===== src/rtl/st7735_bus_decoder_if.sv =====
// rtl/st7735_bus_decoder_if.sv - ST7735 4-wire write bus as seen by the display driver and the decoder
interface st7735_bus_decoder_if;
    logic lcd_cs;
    logic lcd_clk;
    logic lcd_mosi;
    logic lcd_dc;
    logic lcd_reset;

    modport master (output lcd_cs, lcd_clk, lcd_mosi, lcd_dc, lcd_reset);
    modport slave  (input  lcd_cs, lcd_clk, lcd_mosi, lcd_dc, lcd_reset);
endinterface


===== src/rtl/st7735_bus_decoder.sv =====
// rtl/st7735_bus_decoder.sv - oversampling ST7735 bus receiver, command decoder and RGB565 pixel writer
module st7735_bus_decoder #(
    parameter int WIDTH   = 160,
    parameter int HEIGHT  = 80,
    parameter int COORD_W = 8
) (
    input  logic                 SYSTEM_CLK,
    input  logic                 SYSTEM_RST,
    st7735_bus_decoder_if.slave  lcd,
    output logic                 cmd_valid,
    output logic [7:0]           cmd_byte,
    output logic                 param_valid,
    output logic [7:0]           param_byte,
    output logic [4:0]           param_index,
    output logic                 pixel_valid,
    output logic [COORD_W-1:0]   pixel_x,
    output logic [COORD_W-1:0]   pixel_y,
    output logic [15:0]          pixel_color,
    output logic                 frame_done,
    output logic                 sleep_out,
    output logic                 display_on,
    output logic                 invert_on,
    output logic [COORD_W-1:0]   win_xs,
    output logic [COORD_W-1:0]   win_xe,
    output logic [COORD_W-1:0]   win_ys,
    output logic [COORD_W-1:0]   win_ye
);
    typedef enum logic [1:0] {IDLE, CMD_PARAM, RAMWR_HI, RAMWR_LO} state_t;
    typedef logic [COORD_W-1:0] coord_t;

    typedef struct packed {
        logic [2:0]  bit_cnt;
        logic [6:0]  shift;
        logic [4:0]  pidx;
        logic [7:0]  msb;
        coord_t      cur_x;
        coord_t      cur_y;
        logic        cmd_valid;
        logic [7:0]  cmd_byte;
        logic        param_valid;
        logic [7:0]  param_byte;
        logic [4:0]  param_index;
        logic        pixel_valid;
        coord_t      pixel_x;
        coord_t      pixel_y;
        logic [15:0] pixel_color;
        logic        frame_done;
        logic        sleep_out;
        logic        display_on;
        logic        invert_on;
        coord_t      win_xs;
        coord_t      win_xe;
        coord_t      win_ys;
        coord_t      win_ye;
    } regs_t;

    function automatic regs_t cleared();
        regs_t c;
        c        = '0;
        c.win_xe = coord_t'(WIDTH - 1);
        c.win_ye = coord_t'(HEIGHT - 1);
        return c;
    endfunction

    // Address bytes land in a 16-bit view of the coordinate, then truncate back.
    function automatic coord_t set_hi(coord_t old, logic [7:0] b);
        logic [15:0] w;
        w       = 16'(old);
        w[15:8] = b;
        return coord_t'(w);
    endfunction

    function automatic coord_t set_lo(coord_t old, logic [7:0] b);
        logic [15:0] w;
        w      = 16'(old);
        w[7:0] = b;
        return coord_t'(w);
    endfunction

    logic [1:0] cs_s, sclk_s, mosi_s, dc_s, rstn_s;
    logic       sclk_prev;

    always_ff @(posedge SYSTEM_CLK or posedge SYSTEM_RST) begin
        if (SYSTEM_RST) begin
            cs_s      <= 2'b11;
            sclk_s    <= 2'b11;
            mosi_s    <= 2'b00;
            dc_s      <= 2'b00;
            rstn_s    <= 2'b00;
            sclk_prev <= 1'b1;
        end else begin
            cs_s      <= {cs_s[0], lcd.lcd_cs};
            sclk_s    <= {sclk_s[0], lcd.lcd_clk};
            mosi_s    <= {mosi_s[0], lcd.lcd_mosi};
            dc_s      <= {dc_s[0], lcd.lcd_dc};
            rstn_s    <= {rstn_s[0], lcd.lcd_reset};
            sclk_prev <= sclk_s[1];
        end
    end

    regs_t      r, n;
    state_t     state, next_state;
    logic       rise, cs_active, strobe;
    logic [7:0] byte_in;

    assign rise      = sclk_s[1] & ~sclk_prev;
    assign cs_active = ~cs_s[1];
    assign strobe    = rise & cs_active & (r.bit_cnt == 3'd7);
    assign byte_in   = {r.shift, mosi_s[1]};

    always_comb begin
        n             = r;
        next_state    = state;
        n.cmd_valid   = 1'b0;
        n.param_valid = 1'b0;
        n.pixel_valid = 1'b0;
        n.frame_done  = 1'b0;

        if (!cs_active) begin
            n.bit_cnt = '0;
        end else if (rise) begin
            n.shift   = {r.shift[5:0], mosi_s[1]};
            n.bit_cnt = r.bit_cnt + 3'd1;
        end

        if (strobe && !dc_s[1]) begin
            n.cmd_valid   = 1'b1;
            n.cmd_byte    = byte_in;
            n.pidx        = '0;
            n.param_index = '0;
            next_state    = IDLE;
            case (byte_in)
                8'h11: n.sleep_out  = 1'b1;
                8'h10: n.sleep_out  = 1'b0;
                8'h29: n.display_on = 1'b1;
                8'h28: n.display_on = 1'b0;
                8'h21: n.invert_on  = 1'b1;
                8'h20: n.invert_on  = 1'b0;
                8'h01: begin
                    n           = cleared();
                    n.cmd_valid = 1'b1;
                    n.cmd_byte  = byte_in;
                end
                8'h2C: begin
                    n.cur_x    = r.win_xs;
                    n.cur_y    = r.win_ys;
                    next_state = RAMWR_HI;
                end
                default: next_state = CMD_PARAM;
            endcase
        end else if (strobe) begin
            case (state)
                RAMWR_HI: begin
                    n.msb      = byte_in;
                    next_state = RAMWR_LO;
                end
                RAMWR_LO: begin
                    n.pixel_valid = 1'b1;
                    n.pixel_x     = r.cur_x;
                    n.pixel_y     = r.cur_y;
                    n.pixel_color = {r.msb, byte_in};
                    next_state    = RAMWR_HI;
                    // Equality-only wrap keeps degenerate windows running modulo 2^COORD_W.
                    if (r.cur_x == r.win_xe && r.cur_y == r.win_ye) begin
                        n.frame_done = 1'b1;
                        n.cur_x      = r.win_xs;
                        n.cur_y      = r.win_ys;
                    end else if (r.cur_x == r.win_xe) begin
                        n.cur_x = r.win_xs;
                        n.cur_y = r.cur_y + coord_t'(1);
                    end else begin
                        n.cur_x = r.cur_x + coord_t'(1);
                    end
                end
                default: begin
                    n.param_valid = 1'b1;
                    n.param_byte  = byte_in;
                    n.param_index = r.pidx;
                    if (r.pidx != 5'd31)
                        n.pidx = r.pidx + 5'd1;
                    if (state == CMD_PARAM && r.cmd_byte == 8'h2A) begin
                        case (r.pidx)
                            5'd0:    n.win_xs = set_hi(r.win_xs, byte_in);
                            5'd1:    n.win_xs = set_lo(r.win_xs, byte_in);
                            5'd2:    n.win_xe = set_hi(r.win_xe, byte_in);
                            5'd3:    n.win_xe = set_lo(r.win_xe, byte_in);
                            default: ;
                        endcase
                    end else if (state == CMD_PARAM && r.cmd_byte == 8'h2B) begin
                        case (r.pidx)
                            5'd0:    n.win_ys = set_hi(r.win_ys, byte_in);
                            5'd1:    n.win_ys = set_lo(r.win_ys, byte_in);
                            5'd2:    n.win_ye = set_hi(r.win_ye, byte_in);
                            5'd3:    n.win_ye = set_lo(r.win_ye, byte_in);
                            default: ;
                        endcase
                    end
                end
            endcase
        end

        // Panel reset wins over a byte completing in the same cycle.
        if (!rstn_s[1]) begin
            n          = cleared();
            next_state = IDLE;
        end
    end

    always_ff @(posedge SYSTEM_CLK or posedge SYSTEM_RST) begin
        if (SYSTEM_RST)
            state <= IDLE;
        else
            state <= next_state;
    end

    always_ff @(posedge SYSTEM_CLK or posedge SYSTEM_RST) begin
        if (SYSTEM_RST)
            r <= cleared();
        else
            r <= n;
    end

    assign cmd_valid   = r.cmd_valid;
    assign cmd_byte    = r.cmd_byte;
    assign param_valid = r.param_valid;
    assign param_byte  = r.param_byte;
    assign param_index = r.param_index;
    assign pixel_valid = r.pixel_valid;
    assign pixel_x     = r.pixel_x;
    assign pixel_y     = r.pixel_y;
    assign pixel_color = r.pixel_color;
    assign frame_done  = r.frame_done;
    assign sleep_out   = r.sleep_out;
    assign display_on  = r.display_on;
    assign invert_on   = r.invert_on;
    assign win_xs      = r.win_xs;
    assign win_xe      = r.win_xe;
    assign win_ys      = r.win_ys;
    assign win_ye      = r.win_ye;
endmodule

===== src/flat_wrapper.sv =====
// flat-port wrapper written by rule: the top's interface ports become plain ports
module st7735_bus_decoder_flat 
#(
    parameter int WIDTH   = 160,
    parameter int HEIGHT  = 80,
    parameter int COORD_W = 8
)
  (SYSTEM_CLK, SYSTEM_RST, cmd_valid, cmd_byte, param_valid, param_byte, param_index, pixel_valid, pixel_x, pixel_y, pixel_color, frame_done, sleep_out, display_on, invert_on, win_xs, win_xe, win_ys, win_ye, lcd_lcd_cs, lcd_lcd_clk, lcd_lcd_mosi, lcd_lcd_dc, lcd_lcd_reset);
  st7735_bus_decoder_if lcd_i ();
  input  logic SYSTEM_CLK;
  input  logic SYSTEM_RST;
  output logic cmd_valid;
  output logic [7:0] cmd_byte;
  output logic param_valid;
  output logic [7:0] param_byte;
  output logic [4:0] param_index;
  output logic pixel_valid;
  output logic [COORD_W-1:0] pixel_x;
  output logic [COORD_W-1:0] pixel_y;
  output logic [15:0] pixel_color;
  output logic frame_done;
  output logic sleep_out;
  output logic display_on;
  output logic invert_on;
  output logic [COORD_W-1:0] win_xs;
  output logic [COORD_W-1:0] win_xe;
  output logic [COORD_W-1:0] win_ys;
  output logic [COORD_W-1:0] win_ye;
  input wire logic [$bits(lcd_i.lcd_cs)-1:0] lcd_lcd_cs;
  input wire logic [$bits(lcd_i.lcd_clk)-1:0] lcd_lcd_clk;
  input wire logic [$bits(lcd_i.lcd_mosi)-1:0] lcd_lcd_mosi;
  input wire logic [$bits(lcd_i.lcd_dc)-1:0] lcd_lcd_dc;
  input wire logic [$bits(lcd_i.lcd_reset)-1:0] lcd_lcd_reset;
  assign lcd_i.lcd_cs = lcd_lcd_cs;
  assign lcd_i.lcd_clk = lcd_lcd_clk;
  assign lcd_i.lcd_mosi = lcd_lcd_mosi;
  assign lcd_i.lcd_dc = lcd_lcd_dc;
  assign lcd_i.lcd_reset = lcd_lcd_reset;
  st7735_bus_decoder #(.WIDTH(WIDTH), .HEIGHT(HEIGHT), .COORD_W(COORD_W)) u_core (.SYSTEM_CLK(SYSTEM_CLK), .SYSTEM_RST(SYSTEM_RST), .lcd(lcd_i), .cmd_valid(cmd_valid), .cmd_byte(cmd_byte), .param_valid(param_valid), .param_byte(param_byte), .param_index(param_index), .pixel_valid(pixel_valid), .pixel_x(pixel_x), .pixel_y(pixel_y), .pixel_color(pixel_color), .frame_done(frame_done), .sleep_out(sleep_out), .display_on(display_on), .invert_on(invert_on), .win_xs(win_xs), .win_xe(win_xe), .win_ys(win_ys), .win_ye(win_ye));
endmodule

===== config.mk =====
export PLATFORM = sky130hd
export DESIGN_NAME = st7735_bus_decoder_flat
export DESIGN_NICKNAME = d
export VERILOG_FILES = /design/src/rtl/st7735_bus_decoder_if.sv /design/src/rtl/st7735_bus_decoder.sv /design/src/flat_wrapper.sv
export SDC_FILE = /design/constraint.sdc
export NUM_CORES = 1
export LEC_CHECK = 0
export ABC_AREA = 1
export ABC_CLOCK_PERIOD_IN_PS = 14200
export CAP_MARGIN = 20
export CELL_PAD_IN_SITES_DETAIL_PLACEMENT = 0
export CELL_PAD_IN_SITES_GLOBAL_PLACEMENT = 1
export CORE_UTILIZATION = 45
export CTS_CLUSTER_DIAMETER = 40
export DETAILED_ROUTE_END_ITERATION = 10
export PLACE_DENSITY = 0.85
export SLEW_MARGIN = 20
export SYNTH_ARGS = -nofsm -noshare
export SYNTH_HDL_FRONTEND = slang
export SYNTH_SLANG_ARGS = --single-unit

===== constraint.sdc =====
create_clock -name SYSTEM_CLK -period 14.2 [get_ports SYSTEM_CLK]
set_input_delay 2.13 -clock SYSTEM_CLK [delete_from_list [all_inputs] [get_ports SYSTEM_CLK]]
set_output_delay 2.13 -clock SYSTEM_CLK [all_outputs]
set_load 0.1 [all_outputs]

### Word level (Yosys, flattened, before mapping)

Cells that the tools add are included.

| operators by class | value |
|---|---|
| add/sub/neg operators | 4 |
| equal/unequal tests | 37 |
| multiplexer cells | 41 |
| bitwise logic cells | 5 |
| reduce and logical (&&, ||, !) cells | 25 |

Operators with widths:

| kind | number |
|---|---|
| $mux W131 | 1 |
| $mux W32 | 4 |
| $mux W48 | 2 |
| $mux W16 | 5 |
| $mux W29 | 2 |
| $eq A8 B6 Y1 const B | 7 |
| $mux W47 | 1 |
| $ne A3 B3 Y1 const B | 14 |
| $mux W8 | 5 |
| $mux W34 | 1 |
| $pmux W16 S2 | 1 |
| $mux W23 | 1 |
| $mux W10 | 2 |
| $add A8 B1 Y8 const B | 2 |
| $eq A8 B5 Y1 const B | 2 |
| $eq A8 B8 Y1 | 2 |
| $reduce_and A3 Y1 | 5 |
| $mux W14 | 1 |
| $ne A4 B4 Y1 const B | 3 |
| $reduce_and A6 Y1 | 2 |
| $mux W5 | 2 |
| $reduce_and A2 Y1 | 5 |
| $reduce_and A5 Y1 | 2 |
| $mux W9 | 1 |
| other kinds (23) | 39 |

| word-level totals | value |
|---|---|
| register bits | 144 |
| bits of input ports | 7 |
| output and inout port bits | 92 |
| logic and storage cells | 142 |

### Depth between registers and ports, before layout

| logic depth | value |
|---|---|
| depth in word-level cells | 8 |
| gate-level depth with buffers | 12 |

### Least setup slack after synthesis

No wires, ideal clock.

| path | value |
|---|---|
| kind | reg2out |
| start | register u_core.r, in the netlist u_core.invert_on |
| end | output invert_on |
| arrival time | 0.898 ns |
| required time | 12.070 ns |
| slack | 11.172 ns |
| stages on the path, launching flop included | 1 |
| path through | dfrtp_1 |

RTL lines:

| item | RTL line | source |
|---|---|---|
| start: declaration | st7735_bus_decoder.sv:101 | `regs_t r, n;` |
| start signal: assignment | st7735_bus_decoder.sv:218 | `r <= cleared();` |
| start signal: assignment | st7735_bus_decoder.sv:220 | `r <= n;` |
| end: declaration | flat_wrapper.sv:24 | `output logic invert_on;` |

No word-level cell between the ends.

### Worst setup path after layout

| path | value |
|---|---|
| start | register u_core.r, in the netlist u_core.win_xe[0] |
| end | output win_xe[0] |

RTL lines:

| item | RTL line | source |
|---|---|---|
| end: declaration | flat_wrapper.sv:26 | `output logic [COORD_W-1:0] win_xe;` |

No word-level cell between the ends.

==> flow_summary.json <==
{
  "cp_slowest_cell": "clkdlybuf4s50_1",
  "ys.flop_type": "dfrtp_1",
  "syn_inst": 901,
  "relSlewSlack_pct": 30.3,
  "min_period_ns": 4.29,
  "drcViolationCount": 0,
  "die_x_um": 132,
  "finalCritPeriodShare_pct": 30.2,
  "antenna_cells": 0,
  "dp_hpwl_mm": 12.6,
  "worst_setup_path_end_kind": "primary output",
  "arrival_ns": 2.16,
  "cap_viol_max_count": 0,
  "status": "complete, no violations",
  "setup_viol": 0,
  "ys_seq_area_share_pct": 47.4,
  "path_clk_slew_ns": 0.06,
  "grt_pass1_wl_mm": 30.0,
  "critPathMaxStageDelay_ns": 1.16,
  "hold_path_depth": 0,
  "worstMarginPinSlew_ns": 1.04,
  "finalHoldViolCount": 0,
  "grt_setup_unrepaired": "no",
  "p_sw_mw": 0.370,
  "grt_pass1_vias": 5373,
  "max_freq_ghz": 0.233,
  "path_max_fanout": 4,
  "first_iter_violations": 476,
  "crit_chain": "clkdlybuf4s50_1",
  "post-route-util_pct": 53.0,
  "fillers": 1588,
  "core_area_um2": 16600,
  "grtUsageTotal_pct": 22.2,
  "leakagePower_nw": 4.03,
  "cts_root_buf": "clkbuf_16",
  "cts_tree": "yes",
  "via_per_inst": 5.03,
  "numCtsBuffers": 17,
  "yosysWarningCount": 0,
  "insertion_delay_ns": 0.42,
  "worstSetupStartpointType": "flip-flop",
  "final.setup.tns_ns": 0,
  "dieArea_um2": 17500,
  "max-vdd-ir-drop_uv": 84.0,
  "syn-num-nets": 915,
  "grt_overflow": 0,
  "firstDrtPassIters": 5,
  "io_buffers": 98,
  "yosysMostFrequentCell": "nand2_1",
  "yosysTopAreaCellShare_pct": 41.9,
  "worstPathRequired_ns": 12.07,
  "via_count": 5750,
  "fin_skew_ns": 0.00783,
  "postRouteAntennaNets": 0,
  "path_buf_inv": 1,
  "clock_path_buffers": 2,
  "netlist_area_um2": 7640,
  "seqPwrFrac_pct": 39.5,
  "ioPinCount": 99,
  "sw_frac_of_total_pct": 31.1,
  "grt_antenna_before_repair": 0,
  "cts-resized-gates": 0,
  "cts.sinks": 144,
  "routed_wl_mm": 18.5,
  "p_int_mw": 0.819,
  "reg2reg_depth": 10,
  "min_path_type": "reg -> reg",
  "gp_congestion": 0.872,
  "final_net_count": 924,
  "htreeDepth": 4,
  "ys_types": 38,
  "dieHeight_um": 132,
  "synth_edf_count": 0,
  "place_inst": 1110,
  "cellPowerDensity_nw_per_um2": 135,
  "synth_seq_cells": 144,
  "area_delta_synth_final_pct": 14.9,
  "yosys-top-cells-area": "dfrtp_1, nand2_1, buf_4",
  "synthTopCellsByCount": "nand2_1, dfrtp_1, buf_4",
  "grt_max_degree": 85,
  "hold_buffers": 0,
  "initial_utilization_pct": 46.1,
  "synth.avg_cell_area_um2": 8.48,
  "postCtsSetupRepairBufs": 0,
  "rows": 47,
  "crit_type": "reg -> out",
  "async_flop_share_pct": 100,
  "cp_top_family": "buffers and inverters",
  "wl_per_cell_um": 16.2,
  "instances_no_fill": 1143,
  "slew_violations": 0,
  "pwr-share-comb_pct": 19.3,
  "synth_top_area_cell": "dfrtp_1",
  "post_route_cells_drive_above_1_share_pct": 13.4,
  "p_clk_share_pct": 41.1,
  "crit_cells": 1
}
[worst register-to-register path: stages, from the launching register on]
cell	delay [ns]
dfrtp_1	0.40
ha_1	0.21
ha_1	0.26
nand4_4	0.18
nand2_4	0.19
inv_2	0.11
buf_4	0.53
nand2_1	0.20
nand3_2	0.39
nand2_1	0.12
o21ai_2	0.07
[sequential cells by signal, summed over array words and instances (netlist names), 8 cells and up]
| signal | cells |
|---|---|
| u_core.pixel_x | 8 |
| u_core.win_xs | 8 |
| u_core.win_ye | 8 |
| u_core.win_ys | 8 |
| u_core.r | 32 |
| u_core.pixel_y | 8 |
| u_core.pixel_color | 16 |
| u_core.win_xe | 8 |
| u_core.param_byte | 8 |
| u_core.cmd_byte | 8 |
[layer usage]
layer	wire, um	global-route usage [%]	part of all wire [%]	vias up
li1	-	-	-	2827
met1	8590	30.9	46	2733
met2	8560	34.0	46	162
met3	965	5.15	5.2	28
met4	396	7.54	2.1	0
met5	0	0	0	-
[logic make-up (layout without fill, tap and decap cells)]
group | after synthesis | count (layout) | synth area share, %
XOR/XNOR | 19 | 19 | 2.18
flip-flops | 144 | 144 | 47.4
buffers and inverters | 206 | 228 | 15.3
adder cells (fa/ha/maj) | 7 | 7 | 1.15
AND/OR/NAND/NOR | 363 | 363 | 21.0
AO/OA/AOI/OAI | 162 | 162 | 13.0
[path summary, 6_finish.rpt]
kind / from / to / slack (ns)
max in group asynchronous: SYSTEM_RST / u_core.pixel_y[6] / 10.74
hold / removal: u_core.mosi_s[0] / u_core.mosi_s[1] / 0.35
hold reg to reg: u_core.mosi_s[0] / u_core.mosi_s[1] / 0.35
min in group asynchronous: SYSTEM_RST / u_core.param_byte[5] / 2.22
setup reg to reg: u_core.r[128] / u_core.win_ye[4] / 11.45
setup / recovery: u_core.win_xe[0] / win_xe[0] / 9.91
[power by group through the flow]
stage | Clock [mW] | Sequential (mW) | Combinational, mW
detailed placement | 0 | 0.478 | 0.229
global route | 0.510 | 0.475 | 0.251
global placement | 0 | 0.476 | 0.228
CTS | 0.494 | 0.471 | 0.230
floorplan | 0 | 0.467 | 0.198
finish | 0.489 | 0.470 | 0.230
[cell type report]
type	count	area (um2)	share of cell area, %
Clock buffer	23	498	5.67
Clock inverter	9	153	1.74
Inverter	93	355	4.05
Multi-Input combinational cell	551	2850	32.5
Sequential cell	144	3620	41.2
Tap cell	220	275	3.13
Timing Repair Buffer	103	1030	11.7
[layout by cell type, fill, tap and decap left out, types with 16 or more instances in the layout]
cell type / instances
dfstp_2: 16
inv_1: 86
clkdlybuf4s50_1: 98
nor2_1: 69
o21ai_0: 67
dfrtp_1: 128
nand3_1: 44
o21ai_1: 16
clkbuf_16: 17
nand2_1: 204
o21ai_2: 31
a21oi_1: 19
[per-stage QoR]
step	instance area [um2]	hold WS [ns]	setup WS [ns]	total power [mW]
global route	8780	0.357	9.88	1.24
floorplan	7640	0.331	8.23	0.665
global placement	8120	0.333	10.17	0.705
detailed placement	8120	0.335	10.17	0.706
finish	8780	0.346	9.91	1.19
CTS	8770	0.348	9.90	1.19
Power figures use the tool's default switching activity.
